--- src/rtl/cordic_pkg.sv ---
// Shared constants for the CORDIC pipeline: mode encodings, arctangent table
// scaled to an arbitrary phase width, and the quarter-turn helper.
package cordic_pkg;

    localparam logic MODE_ROT = 1'b0;
    localparam logic MODE_VEC = 1'b1;

    // atan(2^-i) with a full circle of 2^32, rounded to nearest.
    function automatic logic [31:0] atan32(input int i);
        case (i)
            0:  return 32'h2000_0000;
            1:  return 32'h12E4_051E;
            2:  return 32'h09FB_385B;
            3:  return 32'h0511_11D4;
            4:  return 32'h028B_0D43;
            5:  return 32'h0145_D7E1;
            6:  return 32'h00A2_F61E;
            7:  return 32'h0051_7C55;
            8:  return 32'h0028_BE53;
            9:  return 32'h0014_5F2F;
            10: return 32'h000A_2F98;
            11: return 32'h0005_17CC;
            12: return 32'h0002_8BE6;
            13: return 32'h0001_45F3;
            14: return 32'h0000_A2FA;
            15: return 32'h0000_517D;
            16: return 32'h0000_28BE;
            17: return 32'h0000_145F;
            18: return 32'h0000_0A30;
            19: return 32'h0000_0518;
            20: return 32'h0000_028C;
            21: return 32'h0000_0146;
            22: return 32'h0000_00A3;
            23: return 32'h0000_0051;
            24: return 32'h0000_0029;
            25: return 32'h0000_0014;
            26: return 32'h0000_000A;
            27: return 32'h0000_0005;
            28: return 32'h0000_0003;
            29: return 32'h0000_0001;
            30: return 32'h0000_0001;
            default: return 32'h0000_0000;
        endcase
    endfunction

    // Arctangent of stage i for a phase word of zw bits (full circle = 2^zw).
    function automatic logic [31:0] atan_val(input int i, input int zw);
        logic [31:0] t;
        t = atan32(i);
        if (zw >= 32) return t;
        return (t + (32'd1 << (31 - zw))) >> (32 - zw);
    endfunction

    // 90 degrees for a phase word of zw bits.
    function automatic logic [31:0] quarter(input int zw);
        return 32'd1 << (zw - 2);
    endfunction

endpackage

--- src/rtl/cordic_pipe_stage.sv ---
// One registered CORDIC micro-rotation; valid and mode ride alongside the data.
module cordic_pipe_stage
    import cordic_pkg::*;
#(
    parameter int          W     = 18,
    parameter int          ZW    = 16,
    parameter int          SHIFT = 0,
    parameter logic [31:0] ATAN  = 32'd0
) (
    input  logic                 clk,
    input  logic                 rst,
    input  logic                 ce,
    input  logic                 valid_i,
    input  logic                 mode_i,
    input  logic signed [W-1:0]  x_i,
    input  logic signed [W-1:0]  y_i,
    input  logic signed [ZW-1:0] z_i,
    output logic                 valid_o,
    output logic                 mode_o,
    output logic signed [W-1:0]  x_o,
    output logic signed [W-1:0]  y_o,
    output logic signed [ZW-1:0] z_o
);

    localparam logic signed [ZW-1:0] ATAN_Z = ATAN[ZW-1:0];

    logic signed [W-1:0]  x_sh, y_sh;
    logic                 dir_pos;
    logic signed [W-1:0]  x_d, y_d;
    logic signed [ZW-1:0] z_d;
    logic                 valid_q, mode_q;
    logic signed [W-1:0]  x_q, y_q;
    logic signed [ZW-1:0] z_q;

    assign x_sh = x_i >>> SHIFT;
    assign y_sh = y_i >>> SHIFT;

    // Rotation steers z toward 0, vectoring steers y toward 0.
    assign dir_pos = (mode_i == MODE_ROT) ? ~z_i[ZW-1] : y_i[W-1];

    // Micro-rotation by +/- atan(2^-SHIFT); all sums wrap.
    always_comb begin
        x_d = dir_pos ? (x_i - y_sh)   : (x_i + y_sh);
        y_d = dir_pos ? (y_i + x_sh)   : (y_i - x_sh);
        z_d = dir_pos ? (z_i - ATAN_Z) : (z_i + ATAN_Z);
    end

    // Stage register: reset clears everything, ce gates every update.
    always_ff @(posedge clk) begin
        if (!rst) begin
            valid_q <= 1'b0;
            mode_q  <= 1'b0;
            x_q     <= '0;
            y_q     <= '0;
            z_q     <= '0;
        end else if (ce) begin
            valid_q <= valid_i;
            mode_q  <= mode_i;
            x_q     <= x_d;
            y_q     <= y_d;
            z_q     <= z_d;
        end
    end

    assign valid_o = valid_q;
    assign mode_o  = mode_q;
    assign x_o     = x_q;
    assign y_o     = y_q;
    assign z_o     = z_q;

endmodule

--- src/rtl/cordic_pipe.sv ---
// Fully pipelined CORDIC: registered quadrant pre-rotation followed by STAGES
// micro-rotation stages. Gain (~1.6468) is left uncompensated.
module cordic_pipe
    import cordic_pkg::*;
#(
    parameter int XY_WIDTH = 16,
    parameter int Z_WIDTH  = 16,
    parameter int STAGES   = 14
) (
    input  logic                       clk,
    input  logic                       rst,
    input  logic                       ce,
    input  logic                       in_valid,
    input  logic                       mode_in,
    input  logic signed [XY_WIDTH-1:0] xin,
    input  logic signed [XY_WIDTH-1:0] yin,
    input  logic signed [Z_WIDTH-1:0]  zin,
    output logic                       out_valid,
    output logic signed [XY_WIDTH+1:0] xout,
    output logic signed [XY_WIDTH+1:0] yout,
    output logic signed [Z_WIDTH-1:0]  zout
);

    localparam int XW = XY_WIDTH + 2;
    localparam logic [Z_WIDTH-1:0] QTR = Z_WIDTH'(quarter(Z_WIDTH));

    logic signed [XW-1:0]      xe, ye;
    logic signed [XW-1:0]      x_d, y_d;
    logic signed [Z_WIDTH-1:0] z_d;
    logic                      valid_q, mode_q;
    logic signed [XW-1:0]      x_q, y_q;
    logic signed [Z_WIDTH-1:0] z_q;

    logic                      vs [STAGES+1];
    logic                      ms [STAGES+1];
    logic signed [XW-1:0]      xs [STAGES+1];
    logic signed [XW-1:0]      ys [STAGES+1];
    logic signed [Z_WIDTH-1:0] zs [STAGES+1];
    logic                      mode_unused;

    // Widen before any negation so the most negative input cannot overflow.
    assign xe = XW'(xin);
    assign ye = XW'(yin);

    // Quadrant pre-rotation by +/-90 deg so the stages only see +/-90 deg of work.
    always_comb begin
        x_d = xe;
        y_d = ye;
        z_d = zin;
        if (mode_in == MODE_ROT) begin
            if (!zin[Z_WIDTH-1] && zin[Z_WIDTH-2]) begin
                x_d = -ye;
                y_d = xe;
                z_d = zin - QTR;
            end else if (zin[Z_WIDTH-1] && !zin[Z_WIDTH-2]) begin
                x_d = ye;
                y_d = -xe;
                z_d = zin + QTR;
            end
        end else if (xe[XW-1]) begin
            if (!ye[XW-1]) begin
                x_d = ye;
                y_d = -xe;
                z_d = zin + QTR;
            end else begin
                x_d = -ye;
                y_d = xe;
                z_d = zin - QTR;
            end
        end
    end

    // Pre-rotation register, first of the STAGES+1 pipeline slots.
    always_ff @(posedge clk) begin
        if (!rst) begin
            valid_q <= 1'b0;
            mode_q  <= 1'b0;
            x_q     <= '0;
            y_q     <= '0;
            z_q     <= '0;
        end else if (ce) begin
            valid_q <= in_valid;
            mode_q  <= mode_in;
            x_q     <= x_d;
            y_q     <= y_d;
            z_q     <= z_d;
        end
    end

    assign vs[0] = valid_q;
    assign ms[0] = mode_q;
    assign xs[0] = x_q;
    assign ys[0] = y_q;
    assign zs[0] = z_q;

    for (genvar g = 0; g < STAGES; g++) begin : g_stage
        cordic_pipe_stage #(
            .W     (XW),
            .ZW    (Z_WIDTH),
            .SHIFT (g),
            .ATAN  (atan_val(g, Z_WIDTH))
        ) u_stage (
            .clk     (clk),
            .rst     (rst),
            .ce      (ce),
            .valid_i (vs[g]),
            .mode_i  (ms[g]),
            .x_i     (xs[g]),
            .y_i     (ys[g]),
            .z_i     (zs[g]),
            .valid_o (vs[g+1]),
            .mode_o  (ms[g+1]),
            .x_o     (xs[g+1]),
            .y_o     (ys[g+1]),
            .z_o     (zs[g+1])
        );
    end

    // The mode of the final stage has no consumer.
    assign mode_unused = ms[STAGES];

    assign out_valid = vs[STAGES];
    assign xout      = xs[STAGES];
    assign yout      = ys[STAGES];
    assign zout      = zs[STAGES];

endmodule

--- config.mk ---
export PLATFORM = sky130hd
export DESIGN_NAME = cordic_pipe
export DESIGN_NICKNAME = d
export VERILOG_FILES = /design/src/rtl/cordic_pkg.sv /design/src/rtl/cordic_pipe_stage.sv /design/src/rtl/cordic_pipe.sv
export SDC_FILE = /design/constraint.sdc
export NUM_CORES = 2
export LEC_CHECK = 0
export BUFFER_PORTS_ARGS = -buffer_cell sky130_fd_sc_hd__clkbuf_2
export CORE_ASPECT_RATIO = 0.7
export CORE_MARGIN = 5
export CORE_UTILIZATION = 50
export DETAILED_ROUTE_END_ITERATION = 7
export PLACE_DENSITY = 0.77
export SLEW_MARGIN = 20
export SYNTH_ARGS = -nofsm -noshare
export SYNTH_HDL_FRONTEND = slang
export SYNTH_SLANG_ARGS = --single-unit
--- constraint.sdc ---
create_clock -name clk -period 12.8 [get_ports clk]
set_clock_uncertainty 0.2 [all_clocks]
set_input_delay 1.28 -clock clk [delete_from_list [all_inputs] [get_ports clk]]
set_output_delay 1.28 -clock clk [all_outputs]
set_load 0.01 [all_outputs]
Word level (Yosys, flattened, before mapping)
Index checks and enable logic that the tools add are counted.

Bits in registers: 809. Word-level logic and storage cells: 250.

$add $sub $neg: 87. Mux-type cells: 71. Bitwise operators: 14. Reductions and logical operators: 4.

Operators with widths (number): $mux 18 (38); $mux 16 (19); $add 18x10->18 (2); $add 18x11->18 (2); $add 18x12->18 (2); $add 18x13->18 (2); $add 18x14->18 (2); $add 18x15->18 (2); $add 18x16->18 (2); $add 18x17->18 (2); $add 18x5->18 (2); $add 18x6->18 (2); $add 18x7->18 (2); $add 18x8->18 (2); $add 18x9->18 (2); $neg 16->18 (2); $sub 18x10->18 (2); $sub 18x11->18 (2); $sub 18x12->18 (2); $sub 18x13->18 (2); $sub 18x14->18 (2); $sub 18x15->18 (2); $sub 18x16->18 (2); $sub 18x17->18 (2); 39 further kinds (75).

Longest topological paths before layout
Depth in word-level cells: 5. Mapped depth: 17. Mapped depth without buffers: 17.

Cells and area by module
From an unflattened synthesis, not the netlist that was laid out.

Cell total of the unflattened synthesis: 8929. Area, all modules: 70975.6 um2.

Modules (own cells, without submodules): cordic_pipe_stage at g_stage[2].u_stage (times used 1, cells an instance 652, area each 5098.6 um2, sequential area each 1081.0 um2); cordic_pipe_stage at g_stage[11].u_stage (times used 1, cells an instance 621, area each 4929.7 um2, sequential area each 1081.0 um2); cordic_pipe_stage at g_stage[12].u_stage (times used 1, cells an instance 616, area each 4912.2 um2, sequential area each 1081.0 um2); cordic_pipe_stage at g_stage[4].u_stage (times used 1, cells an instance 584, area each 4863.4 um2, sequential area each 1081.0 um2); cordic_pipe_stage at g_stage[3].u_stage (times used 1, cells an instance 592, area each 4819.6 um2, sequential area each 1081.0 um2); cordic_pipe_stage at g_stage[5].u_stage (times used 1, cells an instance 597, area each 4789.6 um2, sequential area each 1081.0 um2); cordic_pipe_stage at g_stage[10].u_stage (times used 1, cells an instance 594, area each 4772.1 um2, sequential area each 1081.0 um2); cordic_pipe_stage at g_stage[6].u_stage (times used 1, cells an instance 570, area each 4705.8 um2, sequential area each 1081.0 um2); cordic_pipe_stage at g_stage[0].u_stage (times used 1, cells an instance 616, area each 4703.3 um2, sequential area each 1061.0 um2); cordic_pipe_stage at g_stage[13].u_stage (times used 1, cells an instance 580, area each 4643.2 um2, sequential area each 1081.0 um2); cordic_pipe_stage at g_stage[7].u_stage (times used 1, cells an instance 562, area each 4614.4 um2, sequential area each 1081.0 um2); cordic_pipe_stage at g_stage[1].u_stage (times used 1, cells an instance 588, area each 4599.4 um2, sequential area each 1081.0 um2); cordic_pipe_stage at g_stage[8].u_stage (times used 1, cells an instance 583, area each 4564.4 um2, sequential area each 1081.0 um2); cordic_pipe_stage at g_stage[9].u_stage (times used 1, cells an instance 567, area each 4538.1 um2, sequential area each 1081.0 um2); cordic_pipe (times used 1, cells an instance 607, area each 4421.7 um2, sequential area each 1081.0 um2).

Worst setup path before layout
No wires, ideal clock.

Path type: reg-to-reg. Start: register g_stage[3].u_stage.y_q[17]. End: register g_stage[4].u_stage.y_q[17]. Data arrival time: 3790 ps. Slack: 8682 ps. Stages on the path, launching flop included: 18. Clock period less this slack: 4118 ps. Path through: dfxtp_1 -> buf_2 -> inv_1 -> mux2_2 -> inv_1 -> clkbuf_1 -> clkbuf_1 -> nor2_1 -> xor2_1 -> ha_1 -> nand3_1 -> o22ai_1 -> or4_1 -> a31oi_1 -> o22ai_1 -> a311oi_1 -> xnor2_1 -> o21ai_0.

Cells in the longest elaborated chain, start to end: 2. Elaborated cells on any way between the ends: 4. Classes of those cells: 2 x add/sub; 2 x mux.

RTL lines: start: declaration (line cordic_pipe_stage.sv:32) `logic signed [W-1:0] x_q, y_q;`; start signal: assignment (line cordic_pipe_stage.sv:60) `y_q <= y_d;`; $sub 18x14->18, or another cell as far along (line cordic_pipe_stage.sv:44) `y_d = dir_pos ? (y_i + x_sh) : (y_i - x_sh);`; $mux 18 * (line cordic_pipe_stage.sv:44); end signal: assignment (line cordic_pipe_stage.sv:60); end: declaration (line cordic_pipe_stage.sv:32).

Every way passes the cells marked *; elsewhere a longest branch is shown, timed or not. A chain may end at the register's enable or synchronous reset.

Worst setup path in the final report
Start: register g_stage[10].u_stage.y_q[17]. End: register g_stage[11].u_stage.x_q[16].

Cells in the longest elaborated chain, start to end: 2. Elaborated cells on any way between the ends: 4. Classes of those cells: 2 x add/sub; 2 x mux.

RTL lines: start: declaration (line cordic_pipe_stage.sv:32); start signal: assignment (line cordic_pipe_stage.sv:60); $add 18x7->18, or another cell as far along (line cordic_pipe_stage.sv:43) `x_d = dir_pos ? (x_i - y_sh) : (x_i + y_sh);`; $mux 18 * (line cordic_pipe_stage.sv:43); end signal: assignment (line cordic_pipe_stage.sv:53) `x_q <= '0;`; end signal: assignment (line cordic_pipe_stage.sv:59) `x_q <= x_d;`; end: declaration (line cordic_pipe_stage.sv:32).

Marks and branches as above.

==> results.json <==
{
  "outcome": "finished, final reports clean",
  "dieArea_sq_mm": 0.1401,
  "arrival_ps": 5510,
  "drive_above_1_share_pct": 4.547,
  "placed_cells": 9932,
  "synthFlopType": "dfxtp_1",
  "cts_setup_buffers": 0,
  "critical_path.startpoint_type": "register",
  "slowest_stage": "clkinv_1",
  "cts_root_buf": "clkbuf_16",
  "fin_crit_sh_pct": 40.01,
  "slew_viol_final": 0,
  "nFillCells": 11990,
  "setup_viol_count_final": 0,
  "dr.first_iter.drc_count": 5865,
  "layout_common_cells": "982 x nor2_1, 808 x dfxtp_1, 731 x ha_1, 726 x a21oi_1, 637 x nand2_1",
  "drv_cap": 0,
  "syn_to_final_growth_pct": 6.999,
  "num_rows": 111,
  "vdd_drop_max_uv": 132.0,
  "crit_path_end": "g_stage[11].u_stage.x_o[16]$_SDFFE_PN0P_",
  "grtUsageTotal_pct": 26.30,
  "criticalPathCategory": "reg -> reg",
  "total_power_mw": 21.67,
  "cts_made_buffers": 85,
  "grt_pass1_wl_um": 307700,
  "syn-num-nets": 9223,
  "yosysUniqueCellTypes": 96,
  "slew_headroom_pct": 21.10,
  "synth_area_sq_mm": 0.06629,
  "synth-seq-cells": 808,
  "hold_viol_final": 0,
  "cts_hold_buf": 0,
  "antenna_found_initial": 7,
  "r2r_cells": 14,
  "vias_per_cell": 6.123,
  "cp-startpoint": "g_stage[10].u_stage.y_o[17]$_SDFFE_PN0P_",
  "fin_tns_setup_ps": 0,
  "wl_per_cell_um": 19.07,
  "final_cell_count_no_fill": 10090,
  "leakagePower_nw": 31.06,
  "drtPass1Iterations": 5,
  "routed_wl_um": 192400,
  "grt_pass1_vias": 57130,
  "worstReg2RegStart": "g_stage[10].u_stage.y_o[17]$_SDFFE_PN0P_",
  "layout.nets": 9095,
  "die_w_um": 445.2,
  "dr_total_vias": 61760,
  "layout_commonest_cell": "nor2_1",
  "async_reset_ff_share_pct": 0,
  "cts.path.max_buffers": 3,
  "die_h_um": 314.6,
  "grt_start_max_net_pins": 170,
  "dp.final_hpwl_um": 142500,
  "syn_avg_cell_area_sq_um": 7.896,
  "drc": 0,
  "clk-insertion-delay-late_ps": 710,
  "seq_area_frac_synth_pct": 24.40,
  "ys.warnings.count": 0,
  "postRouteAntennaNets": 0,
  "worst_pin_slew_ps": 1179,
  "hold_depth": 2,
  "ctsResizeCount": 0,
  "fin_area_sq_mm": 0.07093,
  "hold_class": "reg -> reg",
  "cts.sinks": 808,
  "syn-instance-count": 8396,
  "gp_congestion": 0.9405,
  "crit_path_end_kind": "register",
  "clock.fmax_mhz": 195.3,
  "coreArea_sq_mm": 0.1312,
  "io_pins": 106,
  "tritoncts": "done",
  "clk_pin_slew_ps": 60,
  "post_dp_cell_area_sq_mm": 0.06802,
  "r2r-end": "g_stage[11].u_stage.x_o[16]$_SDFFE_PN0P_",
  "path_cells": "inv_1 -> mux2_2 -> clkinv_1 -> nor2_1 -> xnor2_1 -> ha_1 -> a21o_1 -> a21boi_0 -> nor2b_1 -> o41ai_1 -> o31ai_1 -> a222oi_1 -> nand2b_1 -> nand3_1",
  "synth_edf_count": 0,
  "htree_levels": 3,
  "reg2reg_slack_ps": 7680,
  "max_stage_delay_ps": 880,
  "cp_data_required_time_ps": 13180,
  "overflow": 0,
  "p_per_area_mw_per_mm2": 305.5,
  "rsz0062_at_grt": "no",
  "min_period_ps": 5121,
  "start_util_pct": 50.51,
  "port_buffers": 105,
  "cp_max_fo": 26
}
[metrics by stage]
stage,worst slack [ps],utilization (%),hold WS [ps]
2_1_floorplan,8682,-,229.1
3_5_place_dp,7472,51.83,244.1
5_1_grt,7314,54.04,285.0
6_report,7679,54.04,250.5
3_3_place_gp,7472,51.83,233.9
4_1_cts,7794,54.04,258.9
[synth_stat cells, drive strengths merged, types with 52 or more instances]
master  number  area (sq um)
a211oi     217          1629
a21o       251          1884
a21oi      728          3647
a31oi       93         581.8
buf         81         321.6
clkbuf     276          1036
dfxtp      808         16180
ha         731          9146
inv        331          1242
mux2i      328          3283
nand2      638          2395
nand2b      76         475.5
nand3      135         675.7
nor2       984          3694
nor2b       90         563.0
nor3       209          1056
o211ai      52         390.4
o21a        98         735.7
o21ai      600          3003
o21bai      87         653.1
o31ai       71         543.0
xnor2      485          4248
xor2       291          2549
[worst max-delay path, delay by kind of cell (launching register included)]
family	cells	cell delay [ps]
DFF	1	360
muxes	1	600
AOI/OAI and AO/OA	5	1630
buffers and inverters	2	1110
and+or+nand+nor	4	670
adders and majority gates	1	290
xor gates and xnor gates	1	160
[metal layers]
layer	vias up	GRT usage [%]	share of wire (%)
met5	-	0	0.024
met4	6	6.496	2.3
met2	2268	40.96	43
met3	317	4.658	8.5
li1	29980	-	-
met1	29190	37.70	46
[power by group]
group          switching [mW]  leakage, nW  internal (mW)  total [mW]
combinational            8.41         23.0           6.22        14.6
sequential               1.09         6.67           3.30        4.39
clock                    1.17         1.40           1.48        2.65
[flip-flops by register name, indices dropped and copies added (netlist names)]
register,count
mode_q,1
valid_q,1
z_q,16
g_stage.u_stage.y_o,252
x_q,18
g_stage.u_stage.valid_o,14
g_stage.u_stage.mode_o,13
g_stage.u_stage.z_o,224
y_q,18
g_stage.u_stage.x_o,251
[final cells by class]
class / count / area (sq um) / area share [%]
inverter: 339 / 1289 / 1.817
antenna: 1 / 2.502 / 0.003528
multi-input combinational: 6892 / 47530 / 67.01
tap: 1751 / 2191 / 3.089
clock buffer: 106 / 2317 / 3.267
sequential: 808 / 16180 / 22.80
clock inverter: 48 / 586.8 / 0.8273
timing repair buffer: 142 / 840.8 / 1.185
[kinds of logic (layout without fill, tap and decap cells)]
kind of cell | count (synthesis) | in the layout | synth area share, %
adder cells (fa/ha/maj) | 774 | 774 | 15.10
multiplexers | 353 | 353 | 5.377
AND/OR/NAND/NOR | 2450 | 2450 | 16.64
XOR/XNOR | 776 | 776 | 10.25
buffers and inverters | 696 | 635 | 3.969
other | 0 | 1 | 0
AO/OA/AOI/OAI | 2539 | 2539 | 24.26
flip-flops | 808 | 808 | 24.40
[worst min-delay path by stage]
stage,slack [ps],startpoint,to
floorplan,230,g_stage[7].u_stage.y_o[7]$_SDFFE_PN0P_,g_stage[7].u_stage.y_o[7]$_SDFFE_PN0P_
global placement,230,g_stage[13].u_stage.y_o[17]$_SDFFE_PN0P_,g_stage[13].u_stage.y_o[17]$_SDFFE_PN0P_
detailed placement,240,g_stage[13].u_stage.x_o[12]$_SDFFE_PN0P_,g_stage[13].u_stage.x_o[12]$_SDFFE_PN0P_
CTS,260,g_stage[13].u_stage.x_o[12]$_SDFFE_PN0P_,g_stage[13].u_stage.x_o[12]$_SDFFE_PN0P_
global route,280,g_stage[13].u_stage.y_o[17]$_SDFFE_PN0P_,g_stage[13].u_stage.y_o[17]$_SDFFE_PN0P_
finish,250,g_stage[13].u_stage.x_o[12]$_SDFFE_PN0P_,g_stage[13].u_stage.x_o[12]$_SDFFE_PN0P_
(Power assumes the default switching activity.)
